--- config.mk ---
export PLATFORM = sky130hd
export DESIGN_NAME = ntt_coeff_io
export DESIGN_NICKNAME = d
export VERILOG_FILES = /design/src/rtl/ntt_coeff_io.sv
export SDC_FILE = /design/constraint.sdc
export NUM_CORES = 1
export LEC_CHECK = 0
export ABC_AREA = 1
export CORE_ASPECT_RATIO = 1.75
export CORE_MARGIN = 2
export CORE_UTILIZATION = 35
export CTS_BUF_LIST = sky130_fd_sc_hd__clkbuf_4
export CTS_CLUSTER_DIAMETER = 100
export DETAILED_ROUTE_END_ITERATION = 10
export PLACE_DENSITY = 0.69
export SYNTH_ARGS = -nofsm -noshare
export SYNTH_HDL_FRONTEND = slang
export SYNTH_SLANG_ARGS = --single-unit
--- constraint.sdc ---
create_clock -name clk -period 6.6 [get_ports clk]
set_input_delay 1.32 -clock clk [delete_from_list [all_inputs] [get_ports clk]]
set_output_delay 1.32 -clock clk [all_outputs]
set_load 0.005 [all_outputs]
--- src/rtl/ntt_coeff_io.sv ---
// Purpose: loads a polynomial into the two coefficient BRAMs, kicks the NTT core, streams the result back out.
// Latency: 5 cycles per 4 input beats on load, 2 cycles from UNL_RD to first m_valid, 6 cycles per output group.
// Backpressure: s_ready low outside IDLE/LOAD; m_data/m_valid hold while m_ready is low. Build option NTT_IO_LOOPBACK_EN bypasses the core.
module ntt_coeff_io #(
  parameter int DATA_W  = 32,
  parameter int ADDR_W  = 8,
  parameter int N_COEFF = 256
) (
  input  logic              clk,
  input  logic              rst,
  input  logic [DATA_W-1:0] s_data,
  input  logic              s_valid,
  output logic              s_ready,
  output logic [DATA_W-1:0] m_data,
  output logic              m_valid,
  input  logic              m_ready,
  output logic              m_last,
  output logic              core_start,
  input  logic              core_done,
  output logic              io_sel,
  output logic              busy,
  output logic              done,
  output logic [ADDR_W-1:0] mem_addr0_a,
  output logic [ADDR_W-1:0] mem_addr0_b,
  output logic [ADDR_W-1:0] mem_addr1_a,
  output logic [ADDR_W-1:0] mem_addr1_b,
  output logic [DATA_W-1:0] mem_din0,
  output logic [DATA_W-1:0] mem_din1,
  output logic [DATA_W-1:0] mem_din2,
  output logic [DATA_W-1:0] mem_din3,
  output logic              mem_we,
  input  logic [DATA_W-1:0] mem_dout0_a,
  input  logic [DATA_W-1:0] mem_dout0_b,
  input  logic [DATA_W-1:0] mem_dout1_a,
  input  logic [DATA_W-1:0] mem_dout1_b
);

  localparam int NG = N_COEFF / 4;
  localparam int GW = (NG > 1) ? $clog2(NG) : 1;
  localparam logic [GW-1:0] G_LAST = GW'(NG - 1);

  typedef enum logic [3:0] {
    S_IDLE, S_LOAD, S_LD_WR, S_START, S_WAIT, S_UNL_RD, S_UNL_CAP, S_UNL_OUT, S_FIN
  } state_t;

  state_t                   state, nxt_state;
  logic [GW-1:0]            g, nxt_g;
  logic [1:0]               k, nxt_k;
  logic [3:0][DATA_W-1:0]   lane, nxt_lane;
  logic [DATA_W-1:0]        nxt_m_data;
  logic                     nxt_m_last;
  logic [ADDR_W-1:0]        nxt_addr_even;
  logic                     s_hs, m_hs;

  assign s_hs = s_valid & s_ready;
  assign m_hs = m_valid & m_ready;

  // Sequencing: lane capture, group/lane counters and next output beat.
  always_comb begin
    nxt_state  = state;
    nxt_g      = g;
    nxt_k      = k;
    nxt_lane   = lane;
    nxt_m_data = m_data;
    nxt_m_last = m_last;
    case (state)
      S_IDLE: begin
        if (s_hs) begin
          nxt_lane[0] = s_data;
          nxt_k       = 2'd1;
          nxt_state   = S_LOAD;
        end
      end
      S_LOAD: begin
        if (s_hs) begin
          nxt_lane[k] = s_data;
          nxt_k       = k + 2'd1;
          if (k == 2'd3) nxt_state = S_LD_WR;
        end
      end
      S_LD_WR: begin
        nxt_k = 2'd0;
        if (g == G_LAST) begin
          nxt_g = '0;
`ifdef NTT_IO_LOOPBACK_EN
          nxt_state = S_UNL_RD;
`else
          nxt_state = S_START;
`endif
        end else begin
          nxt_g     = g + GW'(1);
          nxt_state = S_LOAD;
        end
      end
      S_START: nxt_state = S_WAIT;
      S_WAIT: begin
        if (core_done) begin
          nxt_g     = '0;
          nxt_state = S_UNL_RD;
        end
      end
      S_UNL_RD: nxt_state = S_UNL_CAP;
      S_UNL_CAP: begin
        // Read data returns one cycle after the UNL_RD address; first beat is lane 0.
        nxt_lane   = {mem_dout1_b, mem_dout1_a, mem_dout0_b, mem_dout0_a};
        nxt_k      = 2'd0;
        nxt_m_data = mem_dout0_a;
        nxt_m_last = 1'b0;
        nxt_state  = S_UNL_OUT;
      end
      S_UNL_OUT: begin
        if (m_hs) begin
          nxt_k = k + 2'd1;
          if (k == 2'd3) begin
            nxt_m_last = 1'b0;
            if (g == G_LAST) begin
              nxt_g     = '0;
              nxt_state = S_FIN;
            end else begin
              nxt_g     = g + GW'(1);
              nxt_state = S_UNL_RD;
            end
          end else begin
            nxt_m_data = lane[k + 2'd1];
            nxt_m_last = (g == G_LAST) && (k == 2'd2);
          end
        end
      end
      S_FIN:   nxt_state = S_IDLE;
      default: nxt_state = S_IDLE;
    endcase
    nxt_addr_even = ADDR_W'(nxt_g) << 1;
  end

  // State, counters and lane registers.
  always_ff @(posedge clk or negedge rst) begin
    if (!rst) begin
      state <= S_IDLE;
      g     <= '0;
      k     <= '0;
      lane  <= '0;
    end else begin
      state <= nxt_state;
      g     <= nxt_g;
      k     <= nxt_k;
      lane  <= nxt_lane;
    end
  end

  // Registered outputs decoded from the next state so they line up with the state they belong to.
  always_ff @(posedge clk or negedge rst) begin
    if (!rst) begin
      s_ready     <= 1'b0;
      m_valid     <= 1'b0;
      m_data      <= '0;
      m_last      <= 1'b0;
      core_start  <= 1'b0;
      io_sel      <= 1'b1;
      busy        <= 1'b0;
      done        <= 1'b0;
      mem_we      <= 1'b0;
      mem_addr0_a <= '0;
      mem_addr0_b <= '0;
      mem_addr1_a <= '0;
      mem_addr1_b <= '0;
      mem_din0    <= '0;
      mem_din1    <= '0;
      mem_din2    <= '0;
      mem_din3    <= '0;
    end else begin
      s_ready    <= (nxt_state == S_IDLE) || (nxt_state == S_LOAD);
      m_valid    <= (nxt_state == S_UNL_OUT);
      m_data     <= nxt_m_data;
      m_last     <= nxt_m_last;
      core_start <= (nxt_state == S_START);
      io_sel     <= !((nxt_state == S_START) || (nxt_state == S_WAIT));
      busy       <= (nxt_state != S_IDLE);
      done       <= (nxt_state == S_FIN);
      mem_we     <= (nxt_state == S_LD_WR);
      // Addresses only move when a group is written or read; they hold while the core owns the BRAMs.
      if ((nxt_state == S_LD_WR) || (nxt_state == S_UNL_RD)) begin
        mem_addr0_a <= nxt_addr_even;
        mem_addr0_b <= nxt_addr_even | ADDR_W'(1);
        mem_addr1_a <= nxt_addr_even;
        mem_addr1_b <= nxt_addr_even | ADDR_W'(1);
      end
      if (nxt_state == S_LD_WR) begin
        mem_din0 <= nxt_lane[0];
        mem_din1 <= nxt_lane[1];
        mem_din2 <= nxt_lane[2];
        mem_din3 <= nxt_lane[3];
      end
    end
  end

endmodule

==> Word-level counts from Yosys, hierarchy flattened <==
Index checks and enable logic that the tools add are counted.
{ "word_totals": {"ram_bits": 0, "inputBits": 165, "elab_cells": 98, "out_inout_bits": 200, "romBits": 0, "register_bits": 321, "n_memories": 0, "latch_bits": 0} }
{ "op_classes": {"bitwise_logic": 2, "multipliers": 0, "eq_ne": 21, "n_lt_le_gt_ge": 3, "mux": 33, "n_div": 0, "addsub": 2, "n_reduce_logical": 15, "shifts": 0} }
{ "ops": {"columns": ["operator", "n"], "rows": [
  ["96-bit case mux with 2 select lines", 1],
  ["32-bit two-way mux", 5],
  ["128-bit bitwise mux", 1],
  ["128-bit two-way mux", 1],
  ["32-bit case mux with 3 select lines", 1],
  ["32-bit binary-select mux with 2-bit select", 1],
  ["32-bit demux with 2-bit select", 1],
  ["32-bit case mux with 2 select lines", 1],
  ["4-bit case mux with 8 select lines", 1],
  ["4-bit by 3-bit == test with 1-bit output, second input constant", 7],
  ["4-bit two-way mux", 7],
  ["6-bit two-way mux", 4],
  ["6-bit case mux with 3 select lines", 1],
  ["4-bit by 2-bit == test with 1-bit output, second input constant", 4],
  ["4-bit by 1-bit == test with 1-bit output, second input constant", 2],
  ["4-bit zero test", 2],
  ["2-bit two-way mux", 4],
  ["2-bit inequality test, second input constant", 4],
  ["2-bit case mux with 4 select lines", 1],
  ["4-bit nonzero test", 2],
  ["6-bit by 1-bit adder with 6-bit output, second input constant", 1],
  ["6-bit == test, second input constant", 1],
  ["2-bit by 3-bit < comparator with 1-bit output, second input constant", 2],
  ["2-bit == test, second input constant", 2],
  ["other kinds (14)", 19]
]} }

==> Logic depth before layout (Yosys ltp) <==
{ "depth": {"depth_word": 8, "ltp_mapped": 14, "depth_no_buf": 11} }

==> Worst setup path after synthesis <==
OpenSTA, ideal clock, no wires.
{ "synth_path": {"path_kind": "input to register", "start": "input s_valid", "end": "register mem_din0[0]", "setup_slack_ns": 4.084, "path_stages": 9, "t_arrival_ns": 2.399, "t_required_ns": 6.483, "setup_ns": 0.117, "path_buffers": 1, "path_cell_list": "nand2_1 > inv_1 > nand2_1 > clkbuf_1 > nand2_1 > o211ai_1 > nand3_1 > nand2_1 > nand2_1"} }
{ "synth_rtl": {"columns": ["item", "line_no", "source"], "rows": [
  ["from (decl)", "12", "input logic s_valid,"],
  ["to (signal assigned)", "188", "mem_din0 <= nxt_lane[0];"],
  ["to (decl)", "27", "output logic [DATA_W-1:0] mem_din0,"]
]} }

==> Worst setup path in the final report <==
{ "layout_path": {"start": "register k[0]", "end": "register m_data[15]"} }
{ "layout_via": {"elab_chain_cells": 6, "elab_cells_between_ends": 9, "classes_between": "add/sub: 1; eq/ne: 2; mux: 5; reduce/logical: 1"} }
{ "layout_lines": {"columns": ["item", "line_no", "source"], "rows": [
  ["from (decl)", "48", "logic [1:0] k, nxt_k;"],
  ["from (signal assigned)", "145", "k <= nxt_k;"],
  ["2-bit by 1-bit adder with 2-bit output", "124", "nxt_m_data = lane[k + 2'd1];"],
  ["32-bit binary-select mux with 2-bit select", "124", null],
  ["32-bit two-way mux (implied by the code)", "124", null],
  ["32-bit two-way mux", "114", "if (k == 2'd3) begin"],
  ["32-bit two-way mux", "112", "if (m_hs) begin"],
  ["32-bit case mux with 2 select lines", "66", "case (state)"],
  ["to (signal assigned)", "173", "m_data <= nxt_m_data;"],
  ["to (decl)", "14", "output logic [DATA_W-1:0] m_data,"]
]} }
Several ways; a longest one is shown, not always the timed one. The select of a mux whose other input is x is not followed.
A chain may end at the register's enable or synchronous reset.

==> impl_metrics.ini <==
[status]
status = complete, no violations

[synth]
synth_area_um2 = 15400
netlist_top_cells_count = nand2_1, dfrtp_1, nand3_1
synth.most_common_cell = nand2_1
syn_avg_cell_area_um2 = 8.07
netlist.area_leader.share_pct = 51.0
synth.distinct_cells = 38
syn-instance-count = 1909
async_flop_share_pct = 100
yosysTopAreaCell = dfrtp_1
synth_flop_cell = dfrtp_1
synth_seq_area_share_pct = 51.2
synth_area_leaders = dfrtp_1, nand2_1, nand3_1
synth_edf_count = 0
synth_seq_cells = 315
ys_warn_count = 0

[final_layout]
fillers = 4367
syn2layout_area_growth_pct = 30.7
drive_gt1_share_pct = 8.03
fin_nets = 2398

[power_and_ir_drop]
p_per_area_nw_per_um2 = 387
p_leak_nw = 9.84
power_w = 0.00778
ir_drop_v = 0.000204

[setup_path]
crit_chain = clkinv_1 -> ha_2 -> buf_4 -> nand3_1 -> nand2_1 -> nand2_1 -> o211ai_1 -> o21ai_1
crit_fanout = 48
max_stage_delay_ns = 0.96
cp_top_family = adder cells
worst-r2r-setup-slack_ns = 3.09
arrival_ns = 4.14
cp.required_ns = 7.23
cp_common_cell = nand2_1
path_buf_inv = 2
start_kind = flop
endpoint_kind = flop
critPathSlowestCell = ha_2
path_class = reg2reg

[route]
drc_errors = 0
routed_wirelength_um = 65000
ant_nets = 0
drt-pass1-iter-count = 5
first_iter_violations = 1516
wl_per_cell_um = 22.8
avgViaCountPerCell = 5.31
vias = 15200

[sta]
fin_crit_ns = 3.51
fmax_mhz = 285
finalSetupViolCount = 0
final-hold-violation-count = 0
clock-skew-final_ns = 0.0656
fin_crit_sh_pct = 53.2
slew_viol_final = 0
worst_pin_slew_ns = 1.15
rsz0062_at_grt = no
slew_headroom_pct = 23.2
tns_ns = 0

[floorplanning]
ios = 365
die-width_um = 163
num_rows = 101
dieArea_um2 = 45800
dieHeight_um = 282
design.core.area_um2 = 43500
start_util_pct = 35.4

[worst_hold_path]
min_path_type = reg2reg

[placement]
gp_congestion = 0.966
io_buffers = 358
dpl.hpwl_um = 46300

[global_route]
first_global_vias = 15200
grt_max_degree = 137
globalRouteTotalUtil_pct = 28.4
overflow = 0
antenna_found_initial = 9
grt_pass1_wl_um = 95500

[clock_network]
cts_sinks = 315
htree_levels = 3
path_clk_slew_ns = 0.07
hold_buffers = 0
cts_tree = yes
cts_buffers = 77
clock_latency_ns = 0.81
post_cts_buffers = 0
clockBufferDepth = 3
post_cts_resize_count = 0
clockRootBuffer = clkbuf_4

[run]
maxCapViolations = 0
==> metal layers <==
| layer | part of all wire, % | GRT usage [%] | up-vias |
|---|---|---|---|
| li1 | - | - | 6885 |
| met1 | 37 | 33.7 | 7165 |
| met2 | 44 | 42.7 | 895 |
| met3 | 8.1 | 5.18 | 221 |
| met4 | 11 | 27.7 | 0 |
| met5 | 0 | 0 | - |
==> through the flow <==
stage	utilization [%]	setup slack, ns	area (um2)	hold slack, ns	cells
final	46.3	3.09	20100	0.481	2856
after global routing	46.3	2.89	20100	0.502	2853
after CTS	46.3	3.12	20100	0.484	2845
after detailed placement	43.9	2.69	19100	0.464	2715
after global placement	43.9	2.71	19100	0.466	2715
after floorplan	-	4.08	15400	0.452	1914
==> path summary, 6_finish.rpt <==
path	from	to	depth (start not counted)
max in group asynchronous	rst	state[0]$_DFF_PN0_	2
hold reg to reg	mem_din1[16]$_DFFE_PN0N_	mem_din1[16]$_DFFE_PN0N_	2
hold / removal	mem_din1[16]$_DFFE_PN0N_	mem_din1[16]$_DFFE_PN0N_	2
setup / recovery	k[0]$_DFFE_PN0P_	m_data[15]$_DFFE_PN0P_	8
min in group asynchronous	rst	mem_din3[24]$_DFFE_PN0N_	1
setup reg to reg	k[0]$_DFFE_PN0P_	m_data[15]$_DFFE_PN0P_	8
==> area by class of cell <==
| cell class | instances | area, um2 | share of cell area, % |
|---|---|---|---|
| Timing Repair Buffer | 374 | 3730 | 18.5 |
| Clock buffer | 107 | 803 | 3.99 |
| Antenna cell | 11 | 27.5 | 0.137 |
| Clock inverter | 23 | 204 | 1.01 |
| Inverter | 138 | 520 | 2.59 |
| Tap cell | 566 | 708 | 3.52 |
| Multi-Input combinational cell | 1322 | 6250 | 31.1 |
| Sequential cell | 315 | 7890 | 39.2 |
==> where the power goes <==
part / internal, W / leakage (nW) / switching [W] / total [W]
Combinational: 0.00112 / 5.15 / 0.00206 / 0.00318
Sequential: 0.00245 / 4.10 / 0.000411 / 0.00286
Clock: 0.000905 / 0.587 / 0.000835 / 0.00174
Total: 0.00447 / 9.84 / 0.00331 / 0.00778
==> layout by cell type (no fill, tap or decap), types with 15 or more instances in the layout <==
cell type	Yosys	final
nand3_1	156	156
clkbuf_4	0	107
a21oi_1	43	43
o211ai_1	73	73
clkinv_1	1	15
o21ai_0	68	68
nor2_1	30	28
clkdlybuf4s50_1	0	357
a22oi_1	56	56
dfrtp_1	314	313
nand2_1	799	798
o2111ai_1	20	20
inv_1	131	130
==> sequential cells by signal, indices dropped and copies added, names as in the netlist, 4 cells and up <==
| name | count |
|---|---|
| mem_din3 | 32 |
| lane | 128 |
| mem_din2 | 32 |
| m_data | 32 |
| mem_din1 | 32 |
| state | 4 |
| mem_addr1_b | 7 |
| mem_din0 | 32 |
| g | 6 |
==> cell families after synthesis <==
| family | count (synthesis) | synth area share [%] |
|---|---|---|
| adders and majority gates | 5 | 0.406 |
| other | 1 | 0.0243 |
| DFF | 315 | 51.2 |
| AOI/OAI and AO/OA | 287 | 12.3 |
| and+or+nand+nor | 1024 | 27.6 |
| buffers and inverters | 277 | 8.48 |
==> worst register-to-register path, cell delays in order, from the launching register on <==
cell and delay [ns]:
dfrtp_2 0.92, clkinv_1 0.25, ha_2 0.96, buf_4 0.48
nand3_1 0.31, nand2_1 0.16, nand2_1 0.06, o211ai_1 0.13
o21ai_1 0.09
(Power assumes the default switching activity.)
